==> src/rtl/keypad_pkg.sv <==
// -----------------------------------------------------------------------------
// keypad_pkg
// Shared definitions for the keypad row debouncer and for the scanner-side
// verification monitors that decode the per-row debounce state.
//   NUM_ROWS    number of keypad row lines
//   db_state_t  per-row debounce FSM state
//   cnt_width   width needed to hold the larger of the two debounce windows
// -----------------------------------------------------------------------------
package keypad_pkg;

  localparam int NUM_ROWS = 4;

  typedef enum logic [1:0] {
    DB_LOW,
    DB_RISE_WAIT,
    DB_HIGH,
    DB_REL_WAIT
  } db_state_t;

  function automatic int cnt_width(input int release_cycles, input int rise_cycles);
    int max_cycles;
    max_cycles = (release_cycles > rise_cycles) ? release_cycles : rise_cycles;
    return $clog2(max_cycles + 1);
  endfunction

endpackage

==> src/rtl/keypad_row_debouncer_if.sv <==
// -----------------------------------------------------------------------------
// keypad_row_debouncer_if
// Row bus between the raw keypad lines, the debouncer and the scanner FSM.
//   row_raw        raw asynchronous rows (driven by the master side)
//   row_d          debounced rows
//   any_row        OR of row_d
//   release_pulse  one-cycle all-rows-released strobe
// Modports: master = environment/scanner side, slave = debouncer.
// -----------------------------------------------------------------------------
interface keypad_row_debouncer_if;
  import keypad_pkg::*;

  logic [NUM_ROWS-1:0] row_raw;
  logic [NUM_ROWS-1:0] row_d;
  logic                any_row;
  logic                release_pulse;

  modport master (output row_raw, input row_d, input any_row, input release_pulse);
  modport slave  (input row_raw, output row_d, output any_row, output release_pulse);

endinterface

==> src/rtl/row_debounce_bit.sv <==
// -----------------------------------------------------------------------------
// row_debounce_bit
// One keypad row: SYNC_STAGES-deep synchronizer followed by a fast-attack /
// slow-release debounce FSM with a saturating cycle counter.
// Optional macro KEYPAD_RISE_DEBOUNCE_EN adds a RISE_WAIT state so a rise
// also needs RISE_CYCLES consecutive high samples.
// Ports:
//   clk      in   system clock
//   nrst     in   synchronous active-low reset
//   row_raw  in   raw asynchronous row line
//   row_d    out  debounced row, registered
// -----------------------------------------------------------------------------
module row_debounce_bit
  import keypad_pkg::*;
#(
  parameter int SYNC_STAGES    = 2,
  parameter int RELEASE_CYCLES = 50000,
  parameter int RISE_CYCLES    = 8
) (
  input  logic clk,
  input  logic nrst,
  input  logic row_raw,
  output logic row_d
);

  localparam int CNT_W = cnt_width(RELEASE_CYCLES, RISE_CYCLES);

  logic [SYNC_STAGES-1:0] sync_q;
  logic                   row_s;
  db_state_t              state, state_n;
  logic [CNT_W-1:0]       cnt, cnt_n;
  logic                   row_d_n;

  // Plain shift chain: nothing may sit between synchronizer flops.
  // NOTE: sequential state uses non-blocking assignments so every flop samples
  // pre-edge values regardless of statement order.
  always_ff @(posedge clk) begin
    if (!nrst) sync_q <= '0;
    else       sync_q <= {sync_q[SYNC_STAGES-2:0], row_raw};
  end

  assign row_s = sync_q[SYNC_STAGES-1];

  always_ff @(posedge clk) begin
    if (!nrst) begin
      state <= DB_LOW;
      cnt   <= '0;
      row_d <= 1'b0;
    end else begin
      state <= state_n;
      cnt   <= cnt_n;
      row_d <= row_d_n;
    end
  end

  // NOTE: every output of this block gets a default first, so no path leaves a
  // signal unassigned and no latch is inferred.
  always_comb begin
    state_n = state;
    cnt_n   = cnt;
    unique case (state)
      DB_LOW: begin
        cnt_n = '0;
`ifdef KEYPAD_RISE_DEBOUNCE_EN
        if (row_s) begin
          state_n = DB_RISE_WAIT;
          cnt_n   = CNT_W'(1);
        end
`else
        if (row_s) state_n = DB_HIGH;
`endif
      end
      DB_RISE_WAIT: begin
`ifdef KEYPAD_RISE_DEBOUNCE_EN
        if (!row_s) begin
          state_n = DB_LOW;
          cnt_n   = '0;
        end else if (cnt == CNT_W'(RISE_CYCLES - 1)) begin
          state_n = DB_HIGH;
          cnt_n   = '0;
        end else begin
          cnt_n = cnt + CNT_W'(1);
        end
`else
        // Unreachable without the rise filter; fall back to a safe state.
        state_n = DB_LOW;
        cnt_n   = '0;
`endif
      end
      DB_HIGH: begin
        cnt_n = '0;
        if (!row_s) begin
          state_n = DB_REL_WAIT;
          cnt_n   = CNT_W'(1);
        end
      end
      DB_REL_WAIT: begin
        if (row_s) begin
          // Bounce absorbed: any high sample restarts the release window.
          state_n = DB_HIGH;
          cnt_n   = '0;
        end else if (cnt == CNT_W'(RELEASE_CYCLES - 1)) begin
          state_n = DB_LOW;
          cnt_n   = '0;
        end else begin
          cnt_n = cnt + CNT_W'(1);
        end
      end
    endcase
    row_d_n = (state_n == DB_HIGH) || (state_n == DB_REL_WAIT);
  end

endmodule

==> src/rtl/keypad_row_debouncer.sv <==
// -----------------------------------------------------------------------------
// keypad_row_debouncer
// Conditions the NUM_ROWS raw keypad rows for the column scanner: per-row
// synchronize + debounce, plus any_row and a one-cycle release_pulse when the
// debounced bus goes from nonzero to all-zero.
// Optional macro KEYPAD_RISE_DEBOUNCE_EN enables rise debouncing in each row.
// Ports:
//   clk   in   system clock
//   nrst  in   synchronous active-low reset
//   bus   slave modport of keypad_row_debouncer_if
//           row_raw in, row_d out (registered), any_row out (|row_d),
//           release_pulse out (registered)
// -----------------------------------------------------------------------------
module keypad_row_debouncer
  import keypad_pkg::*;
#(
  parameter int SYNC_STAGES    = 2,
  parameter int RELEASE_CYCLES = 50000,
  parameter int RISE_CYCLES    = 8
) (
  input logic                    clk,
  input logic                    nrst,
  keypad_row_debouncer_if.slave  bus
);

  logic [NUM_ROWS-1:0] row_d;
  logic                any_row_q;
  logic                release_q;

  for (genvar i = 0; i < NUM_ROWS; i++) begin : g_rows
    row_debounce_bit #(
      .SYNC_STAGES   (SYNC_STAGES),
      .RELEASE_CYCLES(RELEASE_CYCLES),
      .RISE_CYCLES   (RISE_CYCLES)
    ) u_bit (
      .clk    (clk),
      .nrst   (nrst),
      .row_raw(bus.row_raw[i]),
      .row_d  (row_d[i])
    );
  end

  // any_row_q remembers last cycle's bus state; the strobe fires on the clock
  // after the bus drops to zero. Reset clears any_row_q, so reset never
  // produces a strobe.
  always_ff @(posedge clk) begin
    if (!nrst) begin
      any_row_q <= 1'b0;
      release_q <= 1'b0;
    end else begin
      any_row_q <= |row_d;
      release_q <= any_row_q & ~(|row_d);
    end
  end

  assign bus.row_d         = row_d;
  assign bus.any_row       = |row_d;
  assign bus.release_pulse = release_q;

endmodule

==> src/flat_wrapper.sv <==
// flat-port wrapper written by rule: the top's interface ports become plain ports
module keypad_row_debouncer_flat import keypad_pkg::*;
#(
  parameter int SYNC_STAGES    = 2,
  parameter int RELEASE_CYCLES = 50000,
  parameter int RISE_CYCLES    = 8
)
  (clk, nrst, bus_row_raw, bus_row_d, bus_any_row, bus_release_pulse);
  keypad_row_debouncer_if bus_i ();
  input logic clk;
  input logic nrst;
  input wire logic [$bits(bus_i.row_raw)-1:0] bus_row_raw;
  output wire logic [$bits(bus_i.row_d)-1:0] bus_row_d;
  output wire logic [$bits(bus_i.any_row)-1:0] bus_any_row;
  output wire logic [$bits(bus_i.release_pulse)-1:0] bus_release_pulse;
  assign bus_i.row_raw = bus_row_raw;
  assign bus_row_d = bus_i.row_d;
  assign bus_any_row = bus_i.any_row;
  assign bus_release_pulse = bus_i.release_pulse;
  keypad_row_debouncer #(.SYNC_STAGES(SYNC_STAGES), .RELEASE_CYCLES(RELEASE_CYCLES), .RISE_CYCLES(RISE_CYCLES)) u_core (.clk(clk), .nrst(nrst), .bus(bus_i));
endmodule
==> config.mk <==
export PLATFORM = sky130hd
export DESIGN_NAME = keypad_row_debouncer_flat
export DESIGN_NICKNAME = d
export VERILOG_FILES = /design/src/rtl/keypad_pkg.sv /design/src/rtl/keypad_row_debouncer_if.sv /design/src/rtl/row_debounce_bit.sv /design/src/rtl/keypad_row_debouncer.sv /design/src/flat_wrapper.sv
export SDC_FILE = /design/constraint.sdc
export NUM_CORES = 1
export LEC_CHECK = 0
export CAP_MARGIN = 30
export CELL_PAD_IN_SITES_DETAIL_PLACEMENT = 0
export CELL_PAD_IN_SITES_GLOBAL_PLACEMENT = 1
export CORE_AREA = 10 10 83 114
export DETAILED_ROUTE_END_ITERATION = 16
export DIE_AREA = 0 0 93 124
export PLACE_DENSITY = 0.9
export SYNTH_ARGS = -nofsm -noshare
export SYNTH_HDL_FRONTEND = slang
export SYNTH_SLANG_ARGS = --single-unit
==> constraint.sdc <==
create_clock -name clk -period 5 [get_ports clk]
set_clock_uncertainty 0.1 [all_clocks]
set_input_delay 0.5 -clock clk [delete_from_list [all_inputs] [get_ports clk]]
set_output_delay 0.5 -clock clk [all_outputs]
set_load 0.02 [all_outputs]
==> run metrics <==
outcome=finished clean; flops & latches, synth=between 80 and 90; Die Width=between 90 and 100 um; final setup margin=around 2.7 ns; critical path required time=about 4.4 ns; gr ovfl total=0; Starting Density=between 40% and 50%; Crit. path cell count=3; post-synth cell types=43; placed cells=about 500; Lkg Pwr=0.00118 uW; Initial DRC Count=84; critical path cell sequence=nor4_1 -> inv_1 -> clkdlybuf4s50_1; row count=37; core area=7310 sq um; Async SR Flop Fraction=0%; Mapped Cells=398; Mapped Avg Cell Area=slightly above 9 sq um; post-CTS sizing=0; Critical path buffers and inverters=2; drt total wl=between 6 and 7 mm; Critical Path AT=roughly 1.7 ns; Routed Antenna Nets=0; ANT cells=0; Seq. cell area=1720 sq um; peak supply drop=between 0.1 and 0.15 mV; fmax=roughly 0.43 GHz; CTS clk-pin slew, worst paths=approximately 0.080 ns; Finished Layout Cells=between 500 and 600; CP max-delay cell=clkdlybuf4s50_1; Post-CTS Setup Bufs=0; DP Worst Slack=approximately 2.4 ns; first-pass GRT wire length=between 10 and 15 mm; worst-path maximum fanout=3; Worst Setup SP=u_core.g_rows[2].u_bit.row_d$_SDFF_PN0_; gpl congestion=0.807; I/O pin count=12; vias=2,673; critical path's top delay family=buffers and inverters; setup_tns=0 ns; Yosys Warn Count=0; Syn Std Cell Area=3650 sq um; gr usage total=11.5%; reg2reg path depth=4; die span in y=approximately 120 um; Area growth syn-to-layout=8.55%; multi-input logic area=1770 sq um; Vias/cell=around 5.2; nature of the critical path endpoint=output port; final worst path period share=a little under half; unrepaired setup endpoints after global routing=false; Met1 Wirelength=around 2.9 mm; HPWL Detailed=approximately 4.3 mm; # nets final=roughly 420; DRC=0; largest net degree at the start of global routing=21; reg-to-reg endpoint=u_core.g_rows[3].u_bit.cnt[2]$_SDFF_PN0_; actual slew at the worst max-slew pin=slightly below 0.6 ns; Finish-stage setup viols=0; CP max stage delay=0.55 ns; met3 WL=about 240 um; most common cell after layout, fill and taps aside=dfxtp_1; EDFF count, synth=0; max_cap viols=0; max_slew headroom=60.3%; worst setup path endpoint=bus_any_row; Post-CTS Hold Buffers=0; Num CTS Buffers=9; CTS sink cnt=86; Slew Viols, Final=0; worst hold slack=0.337 ns; worst skew pair latency=~0.35 ns; Buffers on Ports=11; power density over cell area=between 200 and 300 nW/um^2; most frequent cells in the layout=86 x dfxtp_1, 70 x nor2_1, 34 x xnor2_1; HP Class=flop to flop; crit path kind=flop to output port; clk root buf=clkbuf_8; syn_nets=about 400; post-layout min period=around 2.3 ns; Fillers=slightly above 700; reg2reg start=u_core.g_rows[3].u_bit.cnt[9]$_SDFF_PN0_; routed len/inst=about 12 um; CP Launch Type=flop; Final Hold Fails=0; die area=between 10,000 and 15,000 sq um; top routing layer in use=met4; H-tree depth=3; antenna violations before repair=0; metal2 WL=between 2 and 3 mm; vias in the first global route=between 2k and 3k; sequential-to-total area share from yosys stat=a little under half; Worst R2R Setup Slack=around 2.9 ns; CTS tree=built; First-pass DRT Iterations=6; CTS max path bufs=2; final core occ=54.1%; Top FF cell, synth=dfxtp_1; fraction of final layout cells sized beyond drive strength 1=about 7%
-- worst register-to-register path, stage by stage, from the launching register on --
cell and delay (ns):
dfxtp_1 0.40, or4bb_2 0.66, nor4_4 0.25, or3b_1 0.48, nor2_1 0.10
-- state kept, by name, indices dropped and copies added (netlist names) --
| name | count |
|---|---|
| u_core.g_rows.u_bit.row_d | 4 |
| u_core.any_row_q | 1 |
| u_core.g_rows.u_bit.cnt | 64 |
| u_core.g_rows.u_bit.state | 8 |
| u_core.bus.release_pulse | 1 |
| u_core.g_rows.u_bit.sync_q | 8 |
-- cell usage after synthesis (3+ instances only) --
cell	n	area (sq um)
or4_1	5	37.5
or3_1	4	25.0
inv_1	17	63.8
buf_4	6	45.0
xor2_1	16	140
dfxtp_1	86	1720
clkbuf_1	4	15.0
xnor2_1	34	298
nand4_1	17	106
or4bb_1	3	33.8
nor4_1	10	62.6
and4_1	4	35.0
o21ai_0	8	40.0
and2_1	11	68.8
nor2_1	70	263
a21oi_1	7	35.0
nor3_1	12	60.1
or2_2	3	18.8
ha_1	4	50.1
nand2_1	16	60.1
o221a_2	4	45.0
and3_1	4	25.0
nand3_1	25	125
-- metal layers --
| layer | track usage (%) | up-vias |
|---|---|---|
| li1 | - | 1397 |
| met1 | 13.7 | 1232 |
| met2 | 18.1 | 33 |
| met3 | 3.61 | 11 |
| met4 | 6.19 | 0 |
| met5 | 0 | - |
-- power by group --
group	internal [uW]	total (uW)	switching, uW
combinational	15.7	29.9	14.1
sequential	694	700	5.72
clock	190	418	228
total	900	1150	248
-- per-stage QoR --
step	cell area [sq um]	power, uW
after global routing	3960	1200
final	3960	1150
after floorplan	3650	735
after CTS	3960	1160
after detailed placement	3790	746
after global placement	3790	745
-- how the worst min path moves through the flow --
stage / startpoint / to / slack (ns) / depth (start not counted)
after global placement: u_core.g_rows[1].u_bit.sync_q[0]$_SDFF_PN0_ / u_core.g_rows[1].u_bit.sync_q[1]$_SDFF_PN0_ / 0.31 / 1
after CTS: u_core.g_rows[1].u_bit.sync_q[0]$_SDFF_PN0_ / u_core.g_rows[1].u_bit.sync_q[1]$_SDFF_PN0_ / 0.34 / 1
after detailed placement: u_core.g_rows[2].u_bit.sync_q[0]$_SDFF_PN0_ / u_core.g_rows[2].u_bit.sync_q[1]$_SDFF_PN0_ / 0.32 / 1
after global routing: u_core.g_rows[1].u_bit.sync_q[0]$_SDFF_PN0_ / u_core.g_rows[1].u_bit.sync_q[1]$_SDFF_PN0_ / 0.36 / 1
after floorplan: u_core.g_rows[0].u_bit.sync_q[0]$_SDFF_PN0_ / u_core.g_rows[0].u_bit.sync_q[1]$_SDFF_PN0_ / 0.31 / 1
final: u_core.g_rows[2].u_bit.sync_q[0]$_SDFF_PN0_ / u_core.g_rows[2].u_bit.sync_q[1]$_SDFF_PN0_ / 0.34 / 1
-- kinds of logic after synthesis --
family | count (synthesis) | synth area share, %
flip-flops | 86 | 47.2
AND/OR/NAND/NOR | 198 | 29.5
adder cells (fa/ha/maj) | 4 | 1.37
XOR/XNOR | 50 | 12.0
buffers and inverters | 29 | 4.12
AO/OA/AOI/OAI | 31 | 5.73
-- layout make-up --
class | instances | area share, %
repair buffers | 11 | 2.78
well taps | 97 | 3.07
flip-flops and latches | 86 | 43.5
clock buffers | 11 | 3.57
multi-input cells | 283 | 44.8
clock inverters | 5 | 0.632
inverters | 17 | 1.61
(Power assumes the default switching activity.)
